File: config.mk
export PLATFORM = sky130hd
export DESIGN_NAME = irda_tx_frame_seq
export DESIGN_NICKNAME = d
export VERILOG_FILES = /design/src/rtl/irda_tx_frame_seq.sv
export SDC_FILE = /design/constraint.sdc
export NUM_CORES = 1
export LEC_CHECK = 0
export CELL_PAD_IN_SITES_DETAIL_PLACEMENT = 2
export CELL_PAD_IN_SITES_GLOBAL_PLACEMENT = 2
export CORE_MARGIN = 5
export CORE_UTILIZATION = 25
export CTS_CLUSTER_DIAMETER = 50
export DETAILED_ROUTE_END_ITERATION = 10
export GPL_TIMING_DRIVEN = 0
export PLACE_DENSITY_LB_ADDON = 0.1
export SYNTH_ARGS = -nofsm -noshare
export SYNTH_HDL_FRONTEND = slang
export SYNTH_SLANG_ARGS = --single-unit
File: constraint.sdc
create_clock -name clk -period 3.1 [get_ports clk]
set_input_delay 0.62 -clock clk [delete_from_list [all_inputs] [get_ports clk]]
set_output_delay 0.62 -clock clk [all_outputs]
set_load 0.01 [all_outputs]
File: src/rtl/irda_tx_frame_seq.sv
// MIR/FIR transmit frame sequencer: preamble, start flag, data, CRC and stop flag, one field bit per line tick.
// Build option: define IRDA_TX_CRC_EN to generate the CRC field; otherwise DATA proceeds directly to STOP.
module irda_tx_frame_seq #(
    parameter int unsigned PRE_TICKS   = 64,
    parameter int unsigned START_TICKS = 16,
    parameter int unsigned STOP_TICKS  = 8,
    parameter int unsigned LEN_W       = 12
) (
    input  logic             clk,
    input  logic             wb_rst_n,
    input  logic             tx_start,
    input  logic             tx_abort,
    input  logic             mir_mode,
    input  logic             fir_mode,
    input  logic             mir_txbit_enable,
    input  logic             fir_tx4_enable,
    input  logic [LEN_W-1:0] frame_len,
    input  logic             data_available,
    input  logic             data_i,
    output logic             dc_restart,
    output logic             next_data,
    output logic [2:0]       tx_field_o,
    output logic             tx_data_o,
    output logic             tx_busy,
    output logic             tx_done,
    output logic             tx_underrun
);

    localparam int unsigned BCNT_W = LEN_W + 3;
    localparam int unsigned MAX_T1 = (PRE_TICKS > START_TICKS) ? PRE_TICKS : START_TICKS;
    localparam int unsigned MAX_T2 = (MAX_T1 > STOP_TICKS) ? MAX_T1 : STOP_TICKS;
    localparam int unsigned MAX_T  = (MAX_T2 > 32) ? MAX_T2 : 32;
    localparam int unsigned FCNT_W = $clog2(MAX_T);

    localparam logic [2:0] FLD_IDLE  = 3'd0;
    localparam logic [2:0] FLD_PRE   = 3'd1;
    localparam logic [2:0] FLD_START = 3'd2;
    localparam logic [2:0] FLD_DATA  = 3'd3;
    localparam logic [2:0] FLD_STOP  = 3'd5;

    typedef enum logic [2:0] {
        S_IDLE, S_RESTART, S_FILL, S_PRE, S_START, S_DATA, S_CRC, S_STOP
    } state_e;

    state_e              state_q, state_d;
    logic                fir_q, fir_d;
    logic [BCNT_W-1:0]   bcnt_q, bcnt_d;
    logic [FCNT_W-1:0]   fcnt_q, fcnt_d;
    logic                dc_restart_q, dc_restart_d;
    logic                next_data_q, next_data_d;
    logic [2:0]          tx_field_q, tx_field_d;
    logic                tx_data_q, tx_data_d;
    logic                tx_busy_q, tx_busy_d;
    logic                tx_done_q, tx_done_d;
    logic                tx_underrun_q, tx_underrun_d;
    logic                tick_c;
    logic                accept_c;
    logic                kill_c;

`ifdef IRDA_TX_CRC_EN
    localparam logic [2:0]  FLD_CRC    = 3'd4;
    localparam logic [31:0] CRC16_POLY = 32'h0000_8408;
    localparam logic [31:0] CRC32_POLY = 32'hEDB8_8320;

    logic [31:0] crc_q, crc_d;
    logic [31:0] crc_upd;
    logic        crc_last;

    // Reflected CRC step: MIR keeps its 16-bit register in the low half.
    assign crc_upd  = (crc_q >> 1) ^ (((crc_q[0] ^ data_i) != 1'b0) ?
                                      (fir_q ? CRC32_POLY : CRC16_POLY) : 32'h0);
    assign crc_last = (fcnt_q == (fir_q ? FCNT_W'(31) : FCNT_W'(15)));
`endif

    assign tick_c   = fir_q ? fir_tx4_enable : mir_txbit_enable;
    assign accept_c = tx_start && !tx_abort && (mir_mode != fir_mode);

    // Next-state and registered-output logic
    always_comb begin
        state_d       = state_q;
        fir_d         = fir_q;
        bcnt_d        = bcnt_q;
        fcnt_d        = fcnt_q;
        dc_restart_d  = 1'b0;
        next_data_d   = 1'b0;
        tx_field_d    = tx_field_q;
        tx_data_d     = tx_data_q;
        tx_done_d     = 1'b0;
        tx_underrun_d = 1'b0;
`ifdef IRDA_TX_CRC_EN
        crc_d         = crc_q;
`endif
        case (state_q)
            S_IDLE: begin
                tx_field_d = FLD_IDLE;
                tx_data_d  = 1'b0;
                if (accept_c) begin
                    state_d      = S_RESTART;
                    fir_d        = fir_mode;
                    bcnt_d       = {frame_len, 3'b000};
                    dc_restart_d = 1'b1;
                end
            end
            S_RESTART: begin
                fcnt_d  = '0;
`ifdef IRDA_TX_CRC_EN
                crc_d   = fir_q ? 32'hFFFF_FFFF : 32'h0000_FFFF;
`endif
                state_d = S_FILL;
            end
            S_FILL: begin
                if (data_available || (bcnt_q == '0)) begin
                    state_d = fir_q ? S_PRE : S_START;
                end
            end
            S_PRE: begin
                if (tick_c) begin
                    tx_field_d = FLD_PRE;
                    tx_data_d  = 1'b0;
                    if (fcnt_q == FCNT_W'(PRE_TICKS - 1)) begin
                        fcnt_d  = '0;
                        state_d = S_START;
                    end else begin
                        fcnt_d = fcnt_q + FCNT_W'(1);
                    end
                end
            end
            S_START: begin
                if (tick_c) begin
                    tx_field_d = FLD_START;
                    tx_data_d  = 1'b0;
                    if (fcnt_q == FCNT_W'(START_TICKS - 1)) begin
                        fcnt_d = '0;
                        if (bcnt_q != '0) begin
                            state_d = S_DATA;
                        end else begin
`ifdef IRDA_TX_CRC_EN
                            state_d = S_CRC;
`else
                            state_d = S_STOP;
`endif
                        end
                    end else begin
                        fcnt_d = fcnt_q + FCNT_W'(1);
                    end
                end
            end
            S_DATA: begin
                if (tick_c) begin
                    if (!data_available) begin
                        tx_underrun_d = 1'b1;
                    end else begin
                        tx_field_d  = FLD_DATA;
                        tx_data_d   = data_i;
                        next_data_d = 1'b1;
                        bcnt_d      = bcnt_q - BCNT_W'(1);
`ifdef IRDA_TX_CRC_EN
                        crc_d       = crc_upd;
                        if (bcnt_q == BCNT_W'(1)) state_d = S_CRC;
`else
                        if (bcnt_q == BCNT_W'(1)) state_d = S_STOP;
`endif
                    end
                end
            end
`ifdef IRDA_TX_CRC_EN
            S_CRC: begin
                if (tick_c) begin
                    tx_field_d = FLD_CRC;
                    tx_data_d  = ~crc_q[0];
                    crc_d      = crc_q >> 1;
                    if (crc_last) begin
                        fcnt_d  = '0;
                        state_d = S_STOP;
                    end else begin
                        fcnt_d = fcnt_q + FCNT_W'(1);
                    end
                end
            end
`endif
            S_STOP: begin
                if (tick_c) begin
                    tx_field_d = FLD_STOP;
                    tx_data_d  = 1'b0;
                    if (fcnt_q == FCNT_W'(STOP_TICKS - 1)) begin
                        fcnt_d    = '0;
                        state_d   = S_IDLE;
                        tx_done_d = 1'b1;
                    end else begin
                        fcnt_d = fcnt_q + FCNT_W'(1);
                    end
                end
            end
            default: state_d = S_IDLE;
        endcase

        // Abort and underrun both drop the frame and restart the data controller
        kill_c = (tx_abort && (state_q != S_IDLE)) || tx_underrun_d;
        if (kill_c) begin
            state_d      = S_IDLE;
            fcnt_d       = '0;
            dc_restart_d = 1'b1;
            next_data_d  = 1'b0;
            tx_field_d   = FLD_IDLE;
            tx_data_d    = 1'b0;
            tx_done_d    = 1'b0;
        end

        tx_busy_d = (state_d != S_IDLE);
    end

    always_ff @(posedge clk or negedge wb_rst_n) begin
        if (!wb_rst_n) begin
            state_q       <= S_IDLE;
            fir_q         <= 1'b0;
            bcnt_q        <= '0;
            fcnt_q        <= '0;
            dc_restart_q  <= 1'b0;
            next_data_q   <= 1'b0;
            tx_field_q    <= FLD_IDLE;
            tx_data_q     <= 1'b0;
            tx_busy_q     <= 1'b0;
            tx_done_q     <= 1'b0;
            tx_underrun_q <= 1'b0;
`ifdef IRDA_TX_CRC_EN
            crc_q         <= '0;
`endif
        end else begin
            state_q       <= state_d;
            fir_q         <= fir_d;
            bcnt_q        <= bcnt_d;
            fcnt_q        <= fcnt_d;
            dc_restart_q  <= dc_restart_d;
            next_data_q   <= next_data_d;
            tx_field_q    <= tx_field_d;
            tx_data_q     <= tx_data_d;
            tx_busy_q     <= tx_busy_d;
            tx_done_q     <= tx_done_d;
            tx_underrun_q <= tx_underrun_d;
`ifdef IRDA_TX_CRC_EN
            crc_q         <= crc_d;
`endif
        end
    end

    assign dc_restart  = dc_restart_q;
    assign next_data   = next_data_q;
    assign tx_field_o  = tx_field_q;
    assign tx_data_o   = tx_data_q;
    assign tx_busy     = tx_busy_q;
    assign tx_done     = tx_done_q;
    assign tx_underrun = tx_underrun_q;

endmodule

==> results.md, run 1 <==
- DRT met1 WL: 3150 um
- Layout Utilization: 31.9%
- Syn nets: 270
- RSZ-0062 raised after global routing: no
- # Post-CTS Setup Buffers: 0
- Synth area leader: dfrtp_1
- Fmax achieved: 391 MHz
- Num CTS Buffers: 5
- Via count: 2002
- Crit Path Max Fanout: 6
- Synth async-reset ratio: 100%
- DRT Wirelength: 6860 um
- Crit end category: register
- Final hold viol count: 0
- Final std cells w/o fill: 387
- CP required: 3.28 ns
- DRC Markers: 0
- Crit path largest cell delay: 0.58 ns
- Post-synth EDFFs: 0
- Starting Density: 25.6%
- Peak VDD IR: 179 uV
- Die width: 102 um
- Uppermost layer routed: met4
- Sequential element share of the synthesized area: 40.4%
- Gate Count Post-Synth: 244
- Slew margin rel.: 44.5%
- Initial antenna violation count: 0
- Actual slew at the worst max-slew pin: 0.833 ns
- DP Wirelength: 5120 um
- Ys Warns: 0
- RePlAce Congestion: 0.784
- Setup Viol. Count Final: 0
- Design Area, Final: 2630 um^2
- Grt total ovfl: 0
- Clk buf depth: 2
- Avg Cell Area, Syn: 8.64 um^2
- Num rows: 33
- Clock skew: 0.00477 ns
- PnR worst setup slack: 0.540 ns
- Final period util: 82.6%
- CTS sink cnt: 34
- Antenna Nets Post-Route: 0
- Worst-path clk slew: 0.08 ns
- Area of the die: 10400 um^2
- N_diodes: 0
- Die Y: 102 um
- Max cap viols: 0
- Clock latency on the worst-skew pair: 0.28 ns
- Type of the worst min-delay path: in -> async
- Vias per inst: 5.17
- Root buf cell: clkbuf_8
- Net count, final: 307
- Kind of critical path: in -> reg
- Final Max Slew Viols: 0
- Cell Pwr Density: 721 nW/um^2
- Vias in the first global route: 2248
- Status: complete, no violations
- Main flop type after synthesis: dfrtp_1
- Total power: 1.89 mW
- Cells along the critical path: clkdlybuf4s50_1 > mux2i_1 > o21ai_0 > a21oi_1 > nor2b_1 > a32o_1
- Clock period minus worst slack: 2.56 ns
- WL met2: 3470 um
- TritonCTS clock tree: built
- Slowest-stage cell, CP: mux2i_1
- LEAKAGE: 1.04 nW
- Synth area leaders: dfrtp_1, a21oi_1, o21ai_0, nand2_1, nor2_1
- DP Cell Count: 379
- Post-route setup TNS: 0 ns
- Global-route wire length before repair: 11600 um
- Largest net degree at the start of global routing: 35
- Max H-tree Level: 2
- Area Growth Syn to Fin: 24.6%
- Post-synthesis cell area: 2110 um^2
- Area post-placement: 2530 um^2
- Critical Path AT: 2.74 ns
- Crit path launch type: input port
- Layout cell share with drive strength beyond 1: 11.3%
- Core box area: 8220 um^2
- Post-cts hold buffer count: 0
- Yosys reg bits: 34
- Top-area cell type share of the netlist area: 40.4%
- Port buffer count: 30
- IO Pins: 31
- Tot GR Track Use: 14.3%
- WHS: 0.425 ns
- WL per Instance: 17.7 um
- Drt pass-1 iters: 4
- DP Worst Slack: 0.199 ns
- Yosys cell types: 56
- Initial drt markers: 18
- Met3 Routed Length: 171 um
- Cts repair resizes: 0
-- synth_stat cells, drive strengths merged (2+ instances only) --
cell type,n
a21oi,31
a22o,4
a31oi,3
a41oi,2
and2,4
and3,2
and3b,2
buf,8
clkbuf,8
dfrtp,34
ha,4
inv,8
mux2,2
nand2,20
nand2b,2
nand3,6
nand3b,2
nand4,5
nor2,19
nor2b,3
nor3,12
nor4,5
o21ai,16
o22a,2
o22ai,3
o31ai,6
o32ai,3
or3,6
or3b,2
or4,3
-- metal layers --
| layer | global-route usage (%) | vias up |
|---|---|---|
| met3 | 2.00 | 7 |
| met4 | 3.37 | 0 |
| met5 | 0 | - |
| li1 | - | 975 |
| met2 | 25.2 | 20 |
| met1 | 18.5 | 1000 |
-- cells in the final DEF, fill, tap and decap left out, types with 4 or more instances in the layout --
cell type / count
ha_1: 4
buf_2: 8
nand4_1: 5
inv_1: 8
nor3_1: 11
nor2_1: 18
a21oi_1: 30
o21ai_0: 16
dfrtp_1: 34
nor4_1: 4
clkbuf_8: 6
and2_1: 4
clkbuf_1: 9
clkdlybuf4s50_1: 29
a22o_1: 4
o31ai_1: 5
nand3_1: 6
nand2_1: 20
-- state kept, by name (all words and copies together) (netlist names), 3 cells and up --
register	count
state_q	3
fcnt_q	6
tx_field_o	3
bcnt_q	15
-- cells by family after synthesis --
family | after synthesis | share of synthesized area [%]
DFF | 34 | 40.4
xor gates and xnor gates | 2 | 0.832
muxes | 3 | 1.54
AOI/OAI and AO/OA | 80 | 24.2
adders and majority gates | 4 | 2.38
and+or+nand+nor | 97 | 25.8
buffers and inverters | 24 | 4.87
-- worst max-delay path: cells and delay by family --
family	cells	cell delay [ns]
compound gates	3	0.95
mux	1	0.58
buf+inv	1	0.41
simple gates	1	0.16
-- layout make-up --
class | instances | area, um^2
Buffer | 16 | 72.6
Clock buffer | 7 | 86.3
Clock inverter | 1 | 5.00
Fill cell | 934 | 5590
Inverter | 8 | 30.0
Multi-Input combinational cell | 186 | 1150
Sequential cell | 34 | 851
Tap cell | 105 | 131
Timing Repair Buffer | 30 | 295
-- path summary, 6_finish.rpt --
| path | startpoint | endpoint | slack, ns | depth (start not counted) |
|---|---|---|---|---|
| worst max-delay path | fir_tx4_enable | tx_data_o$_DFFE_PN0P_ | 0.54 | 6 |
| worst min-delay path | wb_rst_n | bcnt_q[8]$_DFFE_PN0P_ | 0.43 | 1 |
| worst max register to register | state_q[1]$_DFF_PN0_ | bcnt_q[7]$_DFFE_PN0P_ | 0.68 | 8 |
| worst min register to register | tx_data_o$_DFFE_PN0P_ | tx_data_o$_DFFE_PN0P_ | 0.50 | 1 |
| max in group asynchronous | wb_rst_n | dc_restart$_DFF_PN0_ | 2.14 | 1 |
| min in group clk | tx_data_o$_DFFE_PN0P_ | tx_data_o$_DFFE_PN0P_ | 0.50 | 1 |
-- power by group --
| group | switching [mW] | internal [mW] | total [mW] |
|---|---|---|---|
| clock network | 0.172 | 0.180 | 0.352 |
| registers | 0.141 | 0.574 | 0.715 |
| logic | 0.494 | 0.332 | 0.826 |
No activity file was read; power rests on OpenSTA's default activity.
==> run 2: changes to the inputs <==
Clock period 3.1 ns to 2.3 ns, I/O delays scaled along.
==> run 2 against run 1 <==
Effect of this change:
- clock-buffer cell count unchanged
- wire length rose by 1.2%
- flip-flop and latch count did not move
- critical path depth up 1
- sequential share of layout area is 0.75 points lower
- global-route usage barely moved
- clock power grew 35%
- worst hold slack got worse by 0.16 ns
- largest cell class unchanged
==> results.md, run 2 (same netlist as run 1, synthesis figures left out) <==
- Top Registers: bcnt_q: 15 flops, fcnt_q: 6 flops
- WHS: 0.263 ns
- Max cap viols: 0
- CP required: 2.48 ns
- Vias per inst: 5.22
- Largest register FFs: 15
- N_diodes: 0
- Clock period minus worst slack: 2.22 ns
- IO Pins: 31
- Clk buf depth: 2
- Clock latency on the worst-skew pair: 0.28 ns
- Worst setup path startpoint: bcnt_q[1]$_DFFE_PN0P_
- Critical Path AT: 2.40 ns
- Crit end category: register
- Total power: 2.62 mW
- Starting Density: 25.6%
- Via count: 2041
- Final Max Slew Viols: 0
- Grt total ovfl: 0
- RePlAce Congestion: 0.784
- Final period util: 96.5%
- Tot GR Track Use: 14.3%
- Type of the worst min-delay path: in -> async
- FF-to-FF setup slack: 0.08 ns
- Crit Path Max Fanout: 7
- Setup Viol. Count Final: 0
- Initial drt markers: 26
- Antenna Nets Post-Route: 0
- DP Wirelength: 5120 um
- WL per Instance: 17.8 um
- DP Worst Slack: -0.441 ns
- Worst-path clk slew: 0.08 ns
- DRC Markers: 0
- CTS sink cnt: 34
- LEAKAGE: 1.07 nW
- Die Y: 102 um
- TritonCTS clock tree: built
- Commonest non-fill, non-tap cell in the layout: dfrtp_1
- Max H-tree Level: 2
- Largest net degree at the start of global routing: 35
- Vias in the first global route: 2241
- Core box area: 8220 um^2
- Area Growth Syn to Fin: 27.7%
- Area of the die: 10400 um^2
- RSZ-0062 raised after global routing: yes
- Clock skew: 0.00416 ns
- Actual slew at the worst max-slew pin: 0.827 ns
- DRT Wirelength: 6950 um
- Die width: 102 um
- Root buf cell: clkbuf_8
- Num rows: 33
- Cell Pwr Density: 973 nW/um^2
- PnR worst setup slack: 0.0800 ns
- Initial antenna violation count: 0
- Kind of critical path: reg -> reg
- Num CTS Buffers: 5
- Peak VDD IR: 242 uV
- Global-route wire length before repair: 11700 um
- Port buffer count: 30
- Highest-count cells in the layout ignoring fill and taps: dfrtp_1, a21oi_1, clkdlybuf4s50_1
- Status: complete, no violations
- Crit path launch type: register
- Largest reg by FF count: bcnt_q
- Layout cell share with drive strength beyond 1: 16.1%
- Fmax achieved: 450 MHz
- Final hold viol count: 0
- Net count, final: 311
- R2r startpoint: bcnt_q[1]$_DFFE_PN0P_
- Drt pass-1 iters: 4
- Slew margin rel.: 44.9%
run 2: repair_timing:
| item | CTS | global route |
|---|---|---|
| setup buffers | 1 | 4 |
| endpoints found under the setup margin | 10 | 13 |
| resized for setup | 5 | 9 |
| pin swaps | 1 | 1 |
| hold buffers | 0 | 0 |
run 2: stage by stage:
step	setup TNS, ns	cell area (um^2)	std cells	util, %
global placement	-11.99	2540	379	30.9
CTS	0	2650	388	32.3
floorplan	0	2110	244	-
finish	0	2690	391	32.8
detailed placement	-5.82	2530	379	30.8
global route	-0.0999	2690	391	32.8
run 2: path summary, 6_finish.rpt:
kind / endpoint / depth (start not counted)
max: bcnt_q[11]$_DFFE_PN0P_ / 7
min: bcnt_q[8]$_DFFE_PN0P_ / 1
max reg2reg: bcnt_q[11]$_DFFE_PN0P_ / 7
min reg2reg: tx_data_o$_DFFE_PN0P_ / 1
max in group asynchronous: bcnt_q[0]$_DFFE_PN0P_ / 1
min in group clk: tx_data_o$_DFFE_PN0P_ / 1
run 2: where the power goes:
part | internal [mW] | total [mW] | switching, mW
logic | 0.485 | 1.17 | 0.686
registers | 0.775 | 0.975 | 0.200
clock network | 0.242 | 0.474 | 0.232
run 2: layout make-up:
cell class,count,area [um^2]
Multi-Input combinational cell,186,1180
Fill cell,935,5530
Clock inverter,1,5.00
Inverter,8,30.0
Clock buffer,7,86.3
Tap cell,105,131
Buffer,15,71.3
Sequential cell,34,852
Timing Repair Buffer,35,333
run 2: critical path, cell delays in order, from the launching register on:
cell and delay, ns:
dfrtp_1 0.41, buf_4 0.14, or4_1 0.51, buf_2 0.19
or4_4 0.46, nor2_2 0.12, a21oi_1 0.08, o22a_1 0.20
run 2: metal layers:
layer | GRT usage, % | share of wire [%]
met2 | 24.9 | 51
met1 | 18.7 | 46
met4 | 3.37 | 1.0
met5 | 0 | 0
met3 | 2.00 | 2.5
==> run 3: changes to the inputs <==
Settings changed: PLACE_DENSITY_LB_ADDON 0.1 to 0.08.
==> run 3 against run 2 <==
Effect of this change:
- sequential power rose by 0.9%
- worst setup slack improved by 0.060 ns
- fmax rose by 2.8%
- clock power fell by 8.9%
- non-clock buffer count fell by 1
- wire length rose by 0.48%
- total power fell by 1.7%
- clock-buffer cell count did not move
- utilization barely moved
- worst hold slack improved by 0.0016 ns
- critical path depth fell by 2
- critical path type unchanged
- largest cell class unchanged
==> results.md, run 3 (same netlist as run 1, synthesis figures left out) <==
- Pint: 1.47 mW
- Post-route setup TNS: 0 ns
- Clk buf depth: 2
- Sw frac: 42.8%
- Clock latency on the worst-skew pair: 0.29 ns
- Final std cells w/o fill: 389
- Slew margin rel.: 44.7%
- Max H-tree Level: 2
- DP Wirelength: 5260 um
- DP Cell Count: 379
- Psw: 1.10 mW
- Vias in the first global route: 2227
- Highest-count cells in the layout ignoring fill and taps: dfrtp_1, a21oi_1, clkdlybuf4s50_1
- Slowest-stage cell, CP: or4_4
- Initial drt markers: 33
- Top Registers: bcnt_q: 15 flops, fcnt_q: 6 flops
- Antenna Nets Post-Route: 0
- Net count, final: 310
- Crit path largest cell delay: 0.59 ns
- Cells along the critical path: or4_4 > nor4_2 > a21oi_1 > or3_1 > a21oi_1
- Crit end category: register
- Layout cell share with drive strength beyond 1: 15.8%
- Peak VDD IR: 235 uV
- CTS sink cnt: 34
- Die width: 102 um
- Area of the die: 10400 um^2
- Critical Path AT: 2.36 ns
- TritonCTS clock tree: built
- Setup Viol. Count Final: 0
- Num CTS Buffers: 5
- Grt total ovfl: 0
- Vias per inst: 5.18
- Largest reg by FF count: bcnt_q
- Fmax achieved: 463 MHz
- Worst-path clk slew: 0.07 ns
- Final period util: 93.9%
- Root buf cell: clkbuf_8
- Buf/Inv on CP: 0
- Max cap viols: 0
- Kind of critical path: reg -> reg
- DRT Wirelength: 6980 um
- DP Worst Slack: -0.464 ns
- Stages on worst setup path: 5
- DRC Markers: 0
- LEAKAGE: 1.06 nW
- RSZ-0062 raised after global routing: no
- Actual slew at the worst max-slew pin: 0.829 ns
- Clock period minus worst slack: 2.16 ns
- Reg2reg path depth: 5
- Final Max Slew Viols: 0
- Drt pass-1 iters: 4
- Starting Density: 25.6%
- Sequential power share: 38.2%
- Commonest non-fill, non-tap cell in the layout: dfrtp_1
- Crit path launch type: register
- Final hold viol count: 0
- Type of the worst min-delay path: in -> async
- Clock skew: 0.00486 ns
- CP required: 2.50 ns
- Core box area: 8220 um^2
- Area Growth Syn to Fin: 27.6%
- Largest net degree at the start of global routing: 35
- Largest register FFs: 15
- N_diodes: 0
- Total power: 2.57 mW
- RePlAce Congestion: 0.753
- IO Pins: 31
- Via count: 2015
- Global-route wire length before repair: 11500 um
- Tot GR Track Use: 14.3%
- Num rows: 33
- Combinational power share: 45.0%
- Initial antenna violation count: 0
- Crit Path Max Fanout: 5
- Die Y: 102 um
- Port buffer count: 30
- WL per Instance: 17.9 um
- Most used cell, CP: a21oi_1
- Cell Pwr Density: 958 nW/um^2
- Status: complete, no violations
- PnR worst setup slack: 0.140 ns
- Clock Power Share: 16.8%
- Top cell family by delay on the critical path: simple AND/OR/NAND/NOR gates
run 3: cell types whose count changed in the layout (fill, tap and decap cells not counted), sizes merged:
cell    previous run  this run
clkinv             1         0
buf               13        12
run 3: layout make-up:
| class | count | area, um^2 |
|---|---|---|
| Clock buffer | 7 | 76.3 |
| Tap cell | 105 | 131 |
| Timing Repair Buffer | 34 | 325 |
| Inverter | 8 | 30.0 |
| Sequential cell | 34 | 853 |
| Fill cell | 947 | 5530 |
| Multi-Input combinational cell | 186 | 1190 |
| Buffer | 15 | 76.3 |
run 3: path summary, 6_finish.rpt:
check | slack (ns) | endpoint | start
setup / recovery | 0.14 | state_q[2]$_DFF_PN0_ | bcnt_q[10]$_DFFE_PN0P_
hold / removal | 0.27 | bcnt_q[8]$_DFFE_PN0P_ | wb_rst_n
setup reg to reg | 0.14 | state_q[2]$_DFF_PN0_ | bcnt_q[10]$_DFFE_PN0P_
hold reg to reg | 0.50 | tx_data_o$_DFFE_PN0P_ | tx_data_o$_DFFE_PN0P_
max in group asynchronous | 1.45 | state_q[2]$_DFF_PN0_ | wb_rst_n
min in group clk | 0.50 | tx_data_o$_DFFE_PN0P_ | tx_data_o$_DFFE_PN0P_
run 3: layer usage:
| layer | vias to the layer above | global-route usage, % | share of wire, % |
|---|---|---|---|
| li1 | 989 | - | - |
| met1 | 998 | 18.1 | 45 |
| met2 | 23 | 25.3 | 51 |
| met3 | 5 | 2.34 | 3.1 |
| met4 | 0 | 3.99 | 0.93 |
| met5 | - | 0 | 0 |
run 3: through the flow:
step	utilization [%]	hold WS, ns	cell area (um^2)
after floorplan	-	0.164	2110
after global placement	30.9	0.486	2540
after detailed placement	30.8	0.492	2530
after CTS	32.1	0.314	2630
after global routing	32.7	0.333	2690
final	32.7	0.265	2690
run 3: timing repair:
item	4_1_cts	5_1_grt
hold buffers	0	0
setup endpoints to repair	10	11
pin swaps	0	4
buffers inserted	0	4
gates resized for setup	8	13
run 3: power by group through the flow:
stage	combinational [mW]	sequential, mW	clock (mW)
floorplan	0.753	0.930	0
global placement	1.12	0.975	0
detailed placement	1.13	0.982	0
CTS	1.15	0.981	0.453
global route	1.30	1.02	0.482
finish	1.16	0.984	0.432
